**config.mk**
```make
export PLATFORM = sky130hd
export DESIGN_NAME = color_pattern_sequencer
export DESIGN_NICKNAME = d
export VERILOG_FILES = /design/src/rtl/color_pattern_sequencer.sv
export SDC_FILE = /design/constraint.sdc
export NUM_CORES = 1
export LEC_CHECK = 0
export ABC_AREA = 1
export ABC_CLOCK_PERIOD_IN_PS = 3200
export BUFFER_PORTS_ARGS = -buffer_cell sky130_fd_sc_hd__buf_2
export CORE_MARGIN = 2
export CORE_UTILIZATION = 35
export DETAILED_ROUTE_END_ITERATION = 16
export GPL_ROUTABILITY_DRIVEN = 1
export PLACE_DENSITY = 0.61
export SETUP_SLACK_MARGIN = 0.1
export SYNTH_ARGS = -nofsm -noshare
export SYNTH_HDL_FRONTEND = slang
export SYNTH_SLANG_ARGS = --single-unit
```
**constraint.sdc**
```tcl
create_clock -name clk -period 3.2 [get_ports clk]
set_input_delay 0.32 -clock clk [delete_from_list [all_inputs] [get_ports clk]]
set_output_delay 0.32 -clock clk [all_outputs]
set_load 0.01 [all_outputs]
```
**src/rtl/color_pattern_sequencer.sv**
```systemverilog
// color_pattern_sequencer
//   Plays a stored sequence of 8-bit color vectors (4 slots x 2-bit color
//   index) into color_decoder. Each step is shown for ON_TICKS dwell ticks
//   and then blanked for OFF_TICKS ticks. The palette (color_shift) is
//   latched once per playback.
//
// Optional feature: define LOOP_EN to add the 'loop' input. With loop=1 at
//   the end of the last gap, playback restarts at step 0 with no done pulse.
//
// Ports
//   clk, rst_n        clock, asynchronous active-low reset
//   wr_en/addr/data   pattern memory write (accepted only while idle)
//   seq_len           steps to play, clamped to DEPTH (sampled on start)
//   palette_sel       palette for this playback (sampled on start)
//   start, abort      begin playback (level, idle only) / stop immediately
//   loop              (LOOP_EN only) repeat the pattern
//   busy              high in every state except IDLE
//   color_vec         color vector to color_decoder
//   color_shift       palette select to color_decoder
//   blank             display dark (IDLE, GAP, DONE)
//   step_idx          current step index
//   done              one-cycle pulse on normal completion
//
// state | meaning
// IDLE  | waiting for start, memory writable
// SHOW  | current step displayed for ON_TICKS ticks
// GAP   | display blanked for OFF_TICKS ticks
// DONE  | one-cycle completion pulse, then IDLE
module color_pattern_sequencer #(
    parameter int DEPTH     = 16,
    parameter int TICK_DIV  = 100000,
    parameter int ON_TICKS  = 50,
    parameter int OFF_TICKS = 25,
    localparam int AW       = $clog2(DEPTH)
) (
    input  logic          clk,
    input  logic          rst_n,
    input  logic          wr_en,
    input  logic [AW-1:0] wr_addr,
    input  logic [7:0]    wr_data,
    input  logic [AW:0]   seq_len,
    input  logic          palette_sel,
    input  logic          start,
    input  logic          abort,
`ifdef LOOP_EN
    input  logic          loop,
`endif
    output logic          busy,
    output logic [7:0]    color_vec,
    output logic          color_shift,
    output logic          blank,
    output logic [AW-1:0] step_idx,
    output logic          done
);

    localparam int PW   = (TICK_DIV > 1) ? $clog2(TICK_DIV) : 1;
    localparam int MAXT = (ON_TICKS > OFF_TICKS) ? ON_TICKS : OFF_TICKS;
    localparam int DW   = $clog2(MAXT + 1);

    typedef enum logic [1:0] {
        IDLE = 2'd0,
        SHOW = 2'd1,
        GAP  = 2'd2,
        DONE = 2'd3
    } state_t;

    state_t        state, state_nxt;
    logic [PW-1:0] pre, pre_nxt;
    logic [DW-1:0] dwell, dwell_nxt;
    logic [AW:0]   len, len_nxt;
    logic [AW-1:0] step_nxt;
    logic [7:0]    cv_nxt;
    logic          cs_nxt;
    logic          tick;
    logic          last_step;
    logic [7:0]    mem [DEPTH];

    assign tick      = (pre == PW'(TICK_DIV - 1));
    assign last_step = ({1'b0, step_idx} == (len - 1'b1));

    // Writes are dropped while busy so a running playback cannot change.
    always_ff @(posedge clk) begin
        if (wr_en && state == IDLE) begin
            mem[wr_addr] <= wr_data;
        end
    end

    always_comb begin
        state_nxt = state;
        pre_nxt   = pre;
        dwell_nxt = dwell;
        len_nxt   = len;
        step_nxt  = step_idx;
        cv_nxt    = color_vec;
        cs_nxt    = color_shift;

        if (state != IDLE) begin
            pre_nxt = tick ? '0 : pre + 1'b1;
        end

        if (abort) begin
            state_nxt = IDLE;
            pre_nxt   = '0;
        end else begin
            case (state)
                IDLE: begin
                    if (start) begin
                        len_nxt   = (seq_len > (AW+1)'(DEPTH)) ? (AW+1)'(DEPTH) : seq_len;
                        cs_nxt    = palette_sel;
                        step_nxt  = '0;
                        pre_nxt   = '0;
                        dwell_nxt = DW'(ON_TICKS - 1);
                        if (seq_len == '0) begin
                            state_nxt = DONE;
                        end else begin
                            state_nxt = SHOW;
                            // Forward a same-cycle write to slot 0.
                            cv_nxt = (wr_en && wr_addr == '0) ? wr_data : mem[0];
                        end
                    end
                end
                SHOW: begin
                    if (tick) begin
                        if (dwell == '0) begin
                            state_nxt = GAP;
                            dwell_nxt = DW'(OFF_TICKS - 1);
                        end else begin
                            dwell_nxt = dwell - 1'b1;
                        end
                    end
                end
                GAP: begin
                    if (tick) begin
                        if (dwell == '0) begin
                            dwell_nxt = DW'(ON_TICKS - 1);
                            if (last_step) begin
`ifdef LOOP_EN
                                if (loop) begin
                                    state_nxt = SHOW;
                                    step_nxt  = '0;
                                    cv_nxt    = mem[0];
                                end else begin
                                    state_nxt = DONE;
                                end
`else
                                state_nxt = DONE;
`endif
                            end else begin
                                state_nxt = SHOW;
                                step_nxt  = step_idx + 1'b1;
                                cv_nxt    = mem[step_idx + 1'b1];
                            end
                        end else begin
                            dwell_nxt = dwell - 1'b1;
                        end
                    end
                end
                DONE: begin
                    state_nxt = IDLE;
                end
                default: begin
                    state_nxt = IDLE;
                end
            endcase
        end
    end

    // Status outputs are registered from the next state so they line up
    // with the state they describe.
    always_ff @(posedge clk or negedge rst_n) begin
        if (!rst_n) begin
            state       <= IDLE;
            pre         <= '0;
            dwell       <= '0;
            len         <= '0;
            step_idx    <= '0;
            color_vec   <= '0;
            color_shift <= 1'b0;
            busy        <= 1'b0;
            blank       <= 1'b1;
            done        <= 1'b0;
        end else begin
            state       <= state_nxt;
            pre         <= pre_nxt;
            dwell       <= dwell_nxt;
            len         <= len_nxt;
            step_idx    <= step_nxt;
            color_vec   <= cv_nxt;
            color_shift <= cs_nxt;
            busy        <= (state_nxt != IDLE);
            blank       <= (state_nxt != SHOW);
            done        <= (state_nxt == DONE);
        end
    end

endmodule

```
# After elaboration in Yosys (flattened, before gate mapping)
# Memory sizes are Yosys's and may differ from the RTL's.
# Cells that the tools add are included.
# classes
mux,35
bitwise_logic,1
reduce_logical,14
eq_ne,13
order_cmp,1
addsub,4
# op_table
op,n
$mux W17,5
$mux W8,6
$mux W6,5
$pmux W6 S3,1
$add A17 B1 Y17 const B,1
$eq A17 B17 Y1 const B,1
$mux W2,8
$mux W4,4
$pmux W8 S2,1
$ne A2 B2 Y1 const B,6
$pmux W2 S4,1
$pmux W4 S2,1
$reduce_and A7 Y1,1
$eq A2 B2 Y1 const B,3
$logic_not A6 Y1,1
$reduce_and A6 Y1,1
$reduce_bool A2 Y1,3
$sub A6 B1 Y6 const B,1
$eq A4 B5 Y1,1
$gt A5 B5 Y1 const B,1
$logic_not A5 Y1,1
$mux W5,1
$reduce_and A5 Y1,1
$sub A5 B1 Y5 const B,1
other kinds (10),12
# word_totals
memories,1
reg_bits,46
ramBits,128
word_cells,79
# mem_list
memory,words,width,rd,rd_clocked_by_memory_dff,wr,line_no,source
mem,16,8,2,0,1,76,logic [7:0] mem [DEPTH];

# Depth between registers and ports, before layout
# Gate-level depths: netlist of run 1.
# depth
word_depth,8
ltp_mapped,13
depth_no_buf,13

# Worst setup path after synthesis of run 1
# No wires, ideal clock.
# synth_path
path_kind,register to register
start,register step_idx[0]
end,register color_vec[4]
t_required_ns,3.083
arrival_time_ns,1.695
n_path_buf,2
setup_slack_ns,1.387
stages_incl_launch_ff,12
cell_sequence,dfrtp_1 ha_1 buf_2 inv_1 clkbuf_1 nor2_1 o21ai_0 nand3_1 nand3_1 nand3_1 nand3_1 nand2_1
# synth_via
elab_chain_len,6
elab_cells_between_ends,9
classes_between,add/sub: 1; eq/ne: 2; mux: 4; reduce/logical: 1; memory: 1
# synth_rtl
item,line_no,source
start: declaration,52,"output logic [AW-1:0] step_idx,"
start signal: assignment,187,step_idx <= step_nxt;
$add A4 B1 Y4,151,cv_nxt = mem[step_idx + 1'b1];
$mem_v2 Z16 W8,-,
$mux W8,136,if (last_step) begin
$mux W8,134,if (dwell == '0) begin
$mux W8,133,if (tick) begin
$pmux W8 S2,105,case (state)
end signal: assignment,188,color_vec <= cv_nxt;
end: declaration,49,"output logic [7:0] color_vec,"
# Parallel ways exist; a longest one is shown, timed or not. The select of a mux whose other input is x is not followed.
# A chain may end at the register's enable or synchronous reset.

# Final worst setup path of run 1
# layout_path
start,register state[1]
end,register color_vec[3]
# layout_via
elab_chain_len,3
elab_cells_between_ends,10
classes_between,eq/ne: 6; mux: 1; reduce/logical: 3
# layout_rtl
item,line_no,source
start: declaration,67,"state_t state, state_nxt;"
start signal: assignment,183,state <= state_nxt;
$eq A2 B2 Y1 / $logic_not A2 Y1 (equally long branches),105,
$ne A2 B2 Y1 (no line) / $reduce_bool A2 Y1 (equally long branches),-,
$reduce_and A7 Y1 (no line),-,
# Parallel ways exist; a longest one is shown, timed or not.

==> summary.txt, run 1 <==
Status
  • Status: complete, no violations

Worst setup path
  • R2R setup slack: between 0.7 and 0.8 ns
  • Crit start category: flip-flop
  • Crit-path cells: inv_1 -> ha_1 -> inv_1 -> nand2_1 -> inv_1 -> nor2_1 -> nand4_1 -> nand2_1 -> nand2_1
  • Slowest cell on the critical path: ha_1
  • R2r endpoint: color_vec[3]
  • Kind of critical path: flip-flop to flip-flop
  • Setup crit end kind: flip-flop
  • Worst reg-to-reg path cell count: 9
  • Worst r2r src: state[1]
  • Largest stage delay on the critical path: 0.45 ns
  • Crit path max fanout: 12
  • Arr. time, crit path: 2.72 ns
  • CP required: 3.51 ns

Synth
  • Top post-synthesis cells by area: edfxtp_1 (47%), dfrtp_1 (14%), nand2_1 (11%)
  • Syn Area/Cell: around 9 sq um
  • Syn Nets: 912
  • Warnings from Yosys: 0
  • Synth top area share: 0.472
  • Yosys top cell by area: edfxtp_1
  • Number of synthesized register bits: between 150 and 200
  • Post-Syn Instances: 881
  • Sequential area share after synthesis: 0.614
  • Synth cell types: 35
  • Cell Area, Synth: about 8000 sq um

Timing
  • Clk_skew: roughly 0.021 ns
  • Setup TNS: 0 ns
  • Final setup violation count: 0
  • Worst hold slack: 0.102 ns
  • Final min period: 2.42 ns
  • Fin. max-slew vios: 0
  • Final worst slack: 0.785 ns
  • Fin crit share: 0.755
  • Worst-Margin Slew: 0.757 ns
  • Unrepaired setup endpoints after global routing: false
  • FMAX: 414 MHz
  • Slew margin rel.: 0.493
  • Final hold violation count: 0

Die
  • Die Ht: 156 um
  • Initial core utilization: 0.358
  • Die area: 24500 sq um
  • FP Rows: 55
  • Core Region: 22700 sq um
  • Die width: 156 um
  • I/O Pins: 39

Placement
  • DP HPWL: around 13000 um
  • Port bufs: 38
  • Pre-CTS WS: about 0.78 ns
  • Cells after DPL: ~1200
  • GPL Wtd Cong: between 0.9 and 1

Global routing
  • First-pass GRT wire length: between 30000 and 40000 um
  • GRT Residual Overflow: 0
  • Initial antenna violation count: 0
  • Number of global-route vias before repair: 5621
  • GRT Total Usage: 0.168
  • Most used routing layer: met2
  • Grt met1 use: 0.240
  • Largest net degree at the start of global routing: 74
  • GR Util met3: 0.0330
  • GR met2 Demand/Resource: 0.261

Power and ir drop
  • Sw Ratio: 0.274
  • Leak: 3.75 nW
  • Switching Power: 1.41 mW
  • Sequential power share: 0.498
  • Clock power frac: 0.408
  • Combinational Power Share: 0.094
  • Pint: between 3 and 4 mW
  • PwrDens: ~560 nW/um^2
  • Final Power: 5.14 mW
  • Peak supply drop: around 0.33 mV

Final layout
  • Diodes inserted: 0
  • Most frequent cells in the layout: nand2_1 (243), nor2_1 (146), edfxtp_1 (128)
  • Commonest non-fill, non-tap cell in the layout: nand2_1
  • Final non-filler cell total: ~1200
  • Layout area overhead: 13.3%
  • Layout fillers: 2269
  • Fraction of layout cells with a size suffix above 1: 0.0988
  • Fin nets: between 900 and 1000

Routing
  • DRT Pass-1 Iters: 5
  • Detailed-route via count: 5964
  • Post-Route WL: 19600 um
  • Residual DRC count: 0
  • Wire length per cell: 16.1 um
  • Antenna-violating nets left: 0
  • Via density: between 4 and 5
  • Drt initial violations: roughly 470

CTS
  • Clk buf depth: 2
  • Num CTS Buffers: 17
  • CTS tree: built
  • Clock Latency Late Sink: about 0.43 ns
  • CTS clk-pin slew, worst paths: 0.07 ns
  • CTS root buffer: clkbuf_16
  • Clock tree sinks: 174
  • Post-CTS sizing: 0
  • H-tree Lvls: 4

Min path
  • Hold Path End: color_shift
  • Hold_sp: palette_sel
  • Worst Hold Depth: 3
  • Min-Delay Path Class: input port to flip-flop

Run
  • # Max-Cap Violations: 0
synth_stat cells:
cell type and n:
o21ai_0 49, buf_2 14, and2_1 1, clkbuf_1 14, nor2_1 146, nand3_1 85, inv_2 2, dfstp_2 1
edfxtp_1 128, xnor2_2 1, o22ai_1 2, nor3_1 7, nand4_1 6, nor2_2 2, o211ai_1 8, xor2_2 1
nand2_2 2, ha_1 8, or2_2 1, nor2_4 1, dfrtp_1 45, a22oi_1 1, nand3_2 2, nand2_1 243
nor4_1 1, a211oi_1 3, inv_1 81, nor3b_1 2, clkbuf_8 1, clkinv_1 1, a41oi_1 1, xor2_1 7
xnor2_1 2, a21oi_1 11, a21oi_4 1
layer usage:
metal | vias up | routed length (um)
met5 | - | 0
met4 | 0 | 278
met3 | 17 | 1170
met2 | 193 | 8780
met1 | 2777 | 9340
li1 | 2977 | -
worst max-delay path, delay by kind of cell, from the launching register on:
family	cells	cell delay, ns
flip-flops	1	0.40
buffers and inverters	3	0.49
adder cells (fa/ha/maj)	1	0.45
AND/OR/NAND/NOR	5	0.96
power groups by stage:
stage	sequential [mW]	clock (mW)	combinational [mW]
floorplan	2.61	0	0.295
global placement	2.61	0	0.476
detailed placement	2.61	0	0.479
CTS	2.56	2.13	0.483
global route	2.57	2.23	0.551
finish	2.56	2.10	0.481
stage by stage:
step	area [sq um]	utilization
2_1_floorplan	8140	-
3_3_place_gp	8610	0.379
3_5_place_dp	8610	0.379
4_1_cts	9220	0.406
5_1_grt	9220	0.406
6_report	9220	0.406
repair_timing:
item,in CTS,in global routing
endpoints found under the hold margin,30,0
setup buffers,0,0
hold buffers,1,0
endpoints found under the setup margin,0,0
final cells by class:
cell class	count	area [sq um]	share of cell area
flip-flops and latches	174	5000	0.542
clock inverters	15	179	0.0194
repair buffers	47	260	0.0282
multi-input cells	594	2690	0.291
clock buffers	17	425	0.0461
well taps	285	357	0.0387
inverters	84	315	0.0342
how the worst max path moves through the flow:
stage,startpoint,to,slack [ns]
after global placement,state[1],mem[11][2],0.92
after global routing,state[1],dwell[1],0.53
after floorplan,step_idx[0],color_vec[4],1.39
after detailed placement,state[1],mem[3][0],0.78
after CTS,state[1],mem[3][6],0.76
final,state[1],color_vec[3],0.78
sequential cells by signal (all words and copies together), names as in the netlist:
| name | count |
|---|---|
| blank | 1 |
| busy | 1 |
| color_shift | 1 |
| color_vec | 8 |
| done | 1 |
| dwell | 6 |
| len | 5 |
| mem | 128 |
| pre | 17 |
| state | 2 |
| step_idx | 4 |
cells by family after synthesis:
family,share of synthesized area
adders and majority gates,0.0123
xor gates and xnor gates,0.0137
and+or+nand+nor,0.252
DFF,0.614
AOI/OAI and AO/OA,0.0526
buffers and inverters,0.0555
Note: power is estimated with default switching activity, not from simulation.
==> inputs of run 2 (changes only) <==
--- a/config.mk
+++ b/config.mk
@@ -5,8 +5,8 @@
 export SDC_FILE = /design/constraint.sdc
 export NUM_CORES = 1
 export LEC_CHECK = 0
-export ABC_AREA = 1
-export ABC_CLOCK_PERIOD_IN_PS = 3200
+export ABC_AREA = 0
+export ABC_CLOCK_PERIOD_IN_PS = 2320
 export BUFFER_PORTS_ARGS = -buffer_cell sky130_fd_sc_hd__buf_2
 export CORE_MARGIN = 2
 export CORE_UTILIZATION = 35
==> constraint.sdc (replaced) <==
create_clock -name clk -period 2.32 [get_ports clk]
set_input_delay 0.232 -clock clk [delete_from_list [all_inputs] [get_ports clk]]
set_output_delay 0.232 -clock clk [all_outputs]
set_load 0.01 [all_outputs]
==> run 2 against run 1 <==
  * Area after synthesis shrank 4.8%
  * Worst setup slack lost 0.66 ns
  * Fmax grew 9.9%
  * Sequential share of layout area shrank 0.36 points
  * Power grew 34%
  * Non-clock buffer count grew 43
==> summary.txt, run 2 <==
Status
  • Status: complete, no violations (unchanged)

Final layout
  • Layout area overhead: 19.9% (was 13.3%)
  • Diodes inserted: 0 (unchanged)
  • Post-Route Utilization: 0.427 (was 0.406)
  • Final non-filler cell total: 917 (was 1216)
  • Layout fillers: 1990 (was 2269)
  • Fraction of layout cells with a size suffix above 1: 0.300 (was 0.0988)
  • Final instance area: 9280 sq um (was 9220 sq um)
  • Register with the most flip-flops: mem (unchanged)
  • Max reg flops: 128 (unchanged)
  • Largest regs: mem: 128 flops, pre: 17 flops, color_vec: 8 flops (unchanged)
  • Commonest non-fill, non-tap cell in the layout: edfxtp_1 (was nand2_1)
  • Most frequent cells in the layout: edfxtp_1 (128), nor2_1 (49), buf_4 (48) (was nand2_1 (243), nor2_1 (146), edfxtp_1 (128))
  • Fin nets: 655 (was 949)

Synth
  • Number of synthesized register bits: 174 (unchanged)
  • Syn Nets: 567 (was 912)
  • Yosys top cell by area: edfxtp_1 (unchanged)
  • Cell Area, Synth: 7740 sq um (was 8140 sq um)
  • Synth cell types: 55 (was 35)
  • Sequential area share after synthesis: 0.645 (was 0.614)
  • Warnings from Yosys: 0 (unchanged)
  • Most common cell in the netlist: edfxtp_1 (was nand2_1)
  • Commonest cells post-synth: edfxtp_1 (128), nor2_1 (49), dfrtp_1 (45), mux4_2 (32), nand2_1 (29) (was nand2_1 (243), nor2_1 (146), edfxtp_1 (128), nand3_1 (85), inv_1 (81))
  • Asr flop ratio synth: 0.264 (unchanged)
  • Top post-synthesis cells by area: edfxtp_1 (50%), dfrtp_1 (15%), mux4_2 (9.3%) (was edfxtp_1 (47%), dfrtp_1 (14%), nand2_1 (11%))
  • Post-Syn Instances: 536 (was 881)
  • Syn Area/Cell: 14.4 sq um (was 9.23 sq um)
  • Post-synth top flop: edfxtp_1 (unchanged)
  • Synth top area share: 0.496 (was 0.472)
  • Post-synth EDFFs: 128 (unchanged)

Die
  • I/O Pins: 39 (unchanged)
  • Core Region: 21800 sq um (was 22700 sq um)
  • Die Ht: 153 um (was 156 um)
  • FP Rows: 54 (was 55)
  • Die width: 153 um (was 156 um)
  • Die area: 23300 sq um (was 24500 sq um)
  • Initial core utilization: 0.356 (was 0.358)

Min path
  • Hold_sp: palette_sel (unchanged)
  • Min-Delay Path Class: input port to flip-flop (unchanged)

Global routing
  • GRT Total Usage: 0.156 (was 0.168)
  • First-pass GRT wire length: 28100 um (was 31300 um)
  • GRT Residual Overflow: 0 (unchanged)
  • Number of global-route vias before repair: 5077 (was 5621)
  • Largest net degree at the start of global routing: 33 (was 74)
  • Initial antenna violation count: 0 (unchanged)

Placement
  • GPL Wtd Cong: 0.830 (was 0.903)
  • Port bufs: 38 (unchanged)
  • DP HPWL: 12000 um (was 13000 um)
  • Post-place instance area: 8570 sq um (was 8610 sq um)
  • Cells after DPL: 878 (was 1183)

Timing
  • Worst-Margin Slew: 0.776 ns (was 0.757 ns)
  • Clk_skew: 0.0112 ns (was 0.0214 ns)
  • Final hold violation count: 0 (unchanged)
  • Slew margin rel.: 0.482 (was 0.493)
  • Final setup violation count: 0 (unchanged)
  • FMAX: 455 MHz (was 414 MHz)
  • Fin crit share: 0.947 (was 0.755)
  • Setup TNS: 0 ns (unchanged)
  • Fin. max-slew vios: 0 (unchanged)
  • Final min period: 2.20 ns (was 2.42 ns)
  • Unrepaired setup endpoints after global routing: true (was false)

Routing
  • Wire length per cell: 19.0 um (was 16.1 um)
  • DRT Pass-1 Iters: 5 (unchanged)
  • Antenna-violating nets left: 0 (unchanged)
  • Detailed-route via count: 4778 (was 5964)
  • Via density: 5.21 (was 4.90)
  • Post-Route WL: 17400 um (was 19600 um)
  • Residual DRC count: 0 (unchanged)
  • Drt initial violations: 357 (was 468)

Worst setup path
  • Worst r2r src: pre[11] (was state[1])
  • CP required: 2.69 ns (was 3.51 ns)
  • Setup crit end kind: flip-flop (unchanged)
  • Kind of critical path: flip-flop to flip-flop (unchanged)
  • Crit-path cells: or4_4 -> nor4_4 -> buf_4 -> and4_4 -> nor3b_1 -> a211oi_2 -> nor2b_1 (was inv_1 -> ha_1 -> inv_1 -> nand2_1 -> inv_1 -> nor2_1 -> nand4_1 -> nand2_1 -> nand2_1)
  • Arr. time, crit path: 2.56 ns (was 2.72 ns)
  • Crit path max fanout: 3 (was 12)
  • Crit start category: flip-flop (unchanged)
  • Worst Setup SP: pre[11] (was state[1])
  • Slowest cell on the critical path: or4_4 (was ha_1)
  • Buffers plus inverters on the worst setup path: 1 (was 3)
  • Worst path top cell family by delay: simple AND/OR/NAND/NOR gates (unchanged)
  • Largest stage delay on the critical path: 0.55 ns (was 0.45 ns)

Power and ir drop
  • PwrDens: 743 nW/um^2 (was 557 nW/um^2)
  • Peak supply drop: 0.435 mV (was 0.327 mV)
  • Leak: 3.34 nW (was 3.75 nW)
  • Final Power: 6.90 mW (was 5.14 mW)

CTS
  • Num CTS Buffers: 17 (unchanged)
  • Clock Latency Late Sink: 0.44 ns (was 0.43 ns)
  • Clock tree sinks: 174 (unchanged)
  • H-tree Lvls: 4 (unchanged)
  • Clk buf depth: 2 (unchanged)
  • CTS tree: built (unchanged)
  • CTS clk-pin slew, worst paths: 0.08 ns (was 0.07 ns)
  • CTS root buffer: clkbuf_16 (unchanged)

Run
  • # Max-Cap Violations: 0 (unchanged)
-- run 2: cell types whose count changed after synthesis, sizes merged, moves of 6 or more --
cell,delta
nand2,-216
nor2,-100
nand3,-72
inv,-57
mux4,+32
o21ai,-25
mux2i,+18
mux2,+11
xnor2,+11
nand2b,+8
nor3,+8
o22ai,+6
-- run 2: routing by layer --
layer / vias up / global-route usage / wire length [um]
met5: - / 0 / 0
met4: 0 / 0.0520 / 273
met3: 23 / 0.0364 / 828
met2: 127 / 0.257 / 8580
met1: 2424 / 0.203 / 7740
li1: 2204 / - / -
-- run 2: timing repair --
action	in CTS	in global routing
buffers inserted	2	4
hold endpoints to repair	29	0
setup endpoints to repair	4	23
gates resized for setup	3	9
pin swaps	2	4
hold buffers	1	0
-- run 2: cell families (layout without fill, tap and decap cells) --
logic type / count (synthesis) / count (layout) / synth area share
AO/OA/AOI/OAI: 66 / 66 / 0.0528
XOR/XNOR: 22 / 22 / 0.0259
adder cells (fa/ha/maj): 8 / 8 / 0.0129
buffers and inverters: 48 / 149 / 0.0255
flip-flops: 174 / 174 / 0.645
multiplexers: 61 / 61 / 0.132
AND/OR/NAND/NOR: 157 / 157 / 0.105
-- run 2: stage by stage --
step           setup WS, ns  hold slack (ns)
3_3_place_gp          0.108            0.342
5_1_grt              0.0169           0.0439
6_report              0.123           0.0490
4_1_cts               0.135           0.0454
3_5_place_dp         0.0758            0.357
2_1_floorplan         0.138          -0.0636
-- run 2: final timing paths --
kind                                      to  slack, ns  depth (start not counted)
worst max-delay path                    done       0.12                          7
worst min-delay path             color_shift       0.05                          2
worst max register to register          done       0.12                          7
worst min register to register   color_shift       0.51                          1
max in group asynchronous       color_vec[0]       1.26                          3
min in group asynchronous             pre[0]       0.41                          2
-- run 2: power breakdown --
group / switching [mW] / leakage [nW] / internal [mW]
Clock: 1.40 / 0.288 / 1.46
Sequential: 0.0794 / 1.75 / 3.44
Combinational: 0.306 / 1.30 / 0.213
Total: 1.78 / 3.34 / 5.12
-- run 2: layout make-up --
cell class | count | area, sq um | area share
multi-input cells | 314 | 2610 | 0.281
inverters | 27 | 101 | 0.0109
clock inverters | 15 | 186 | 0.0201
clock buffers | 17 | 425 | 0.0458
well taps | 280 | 350 | 0.0377
flip-flops and latches | 174 | 5000 | 0.538
repair buffers | 90 | 612 | 0.0659
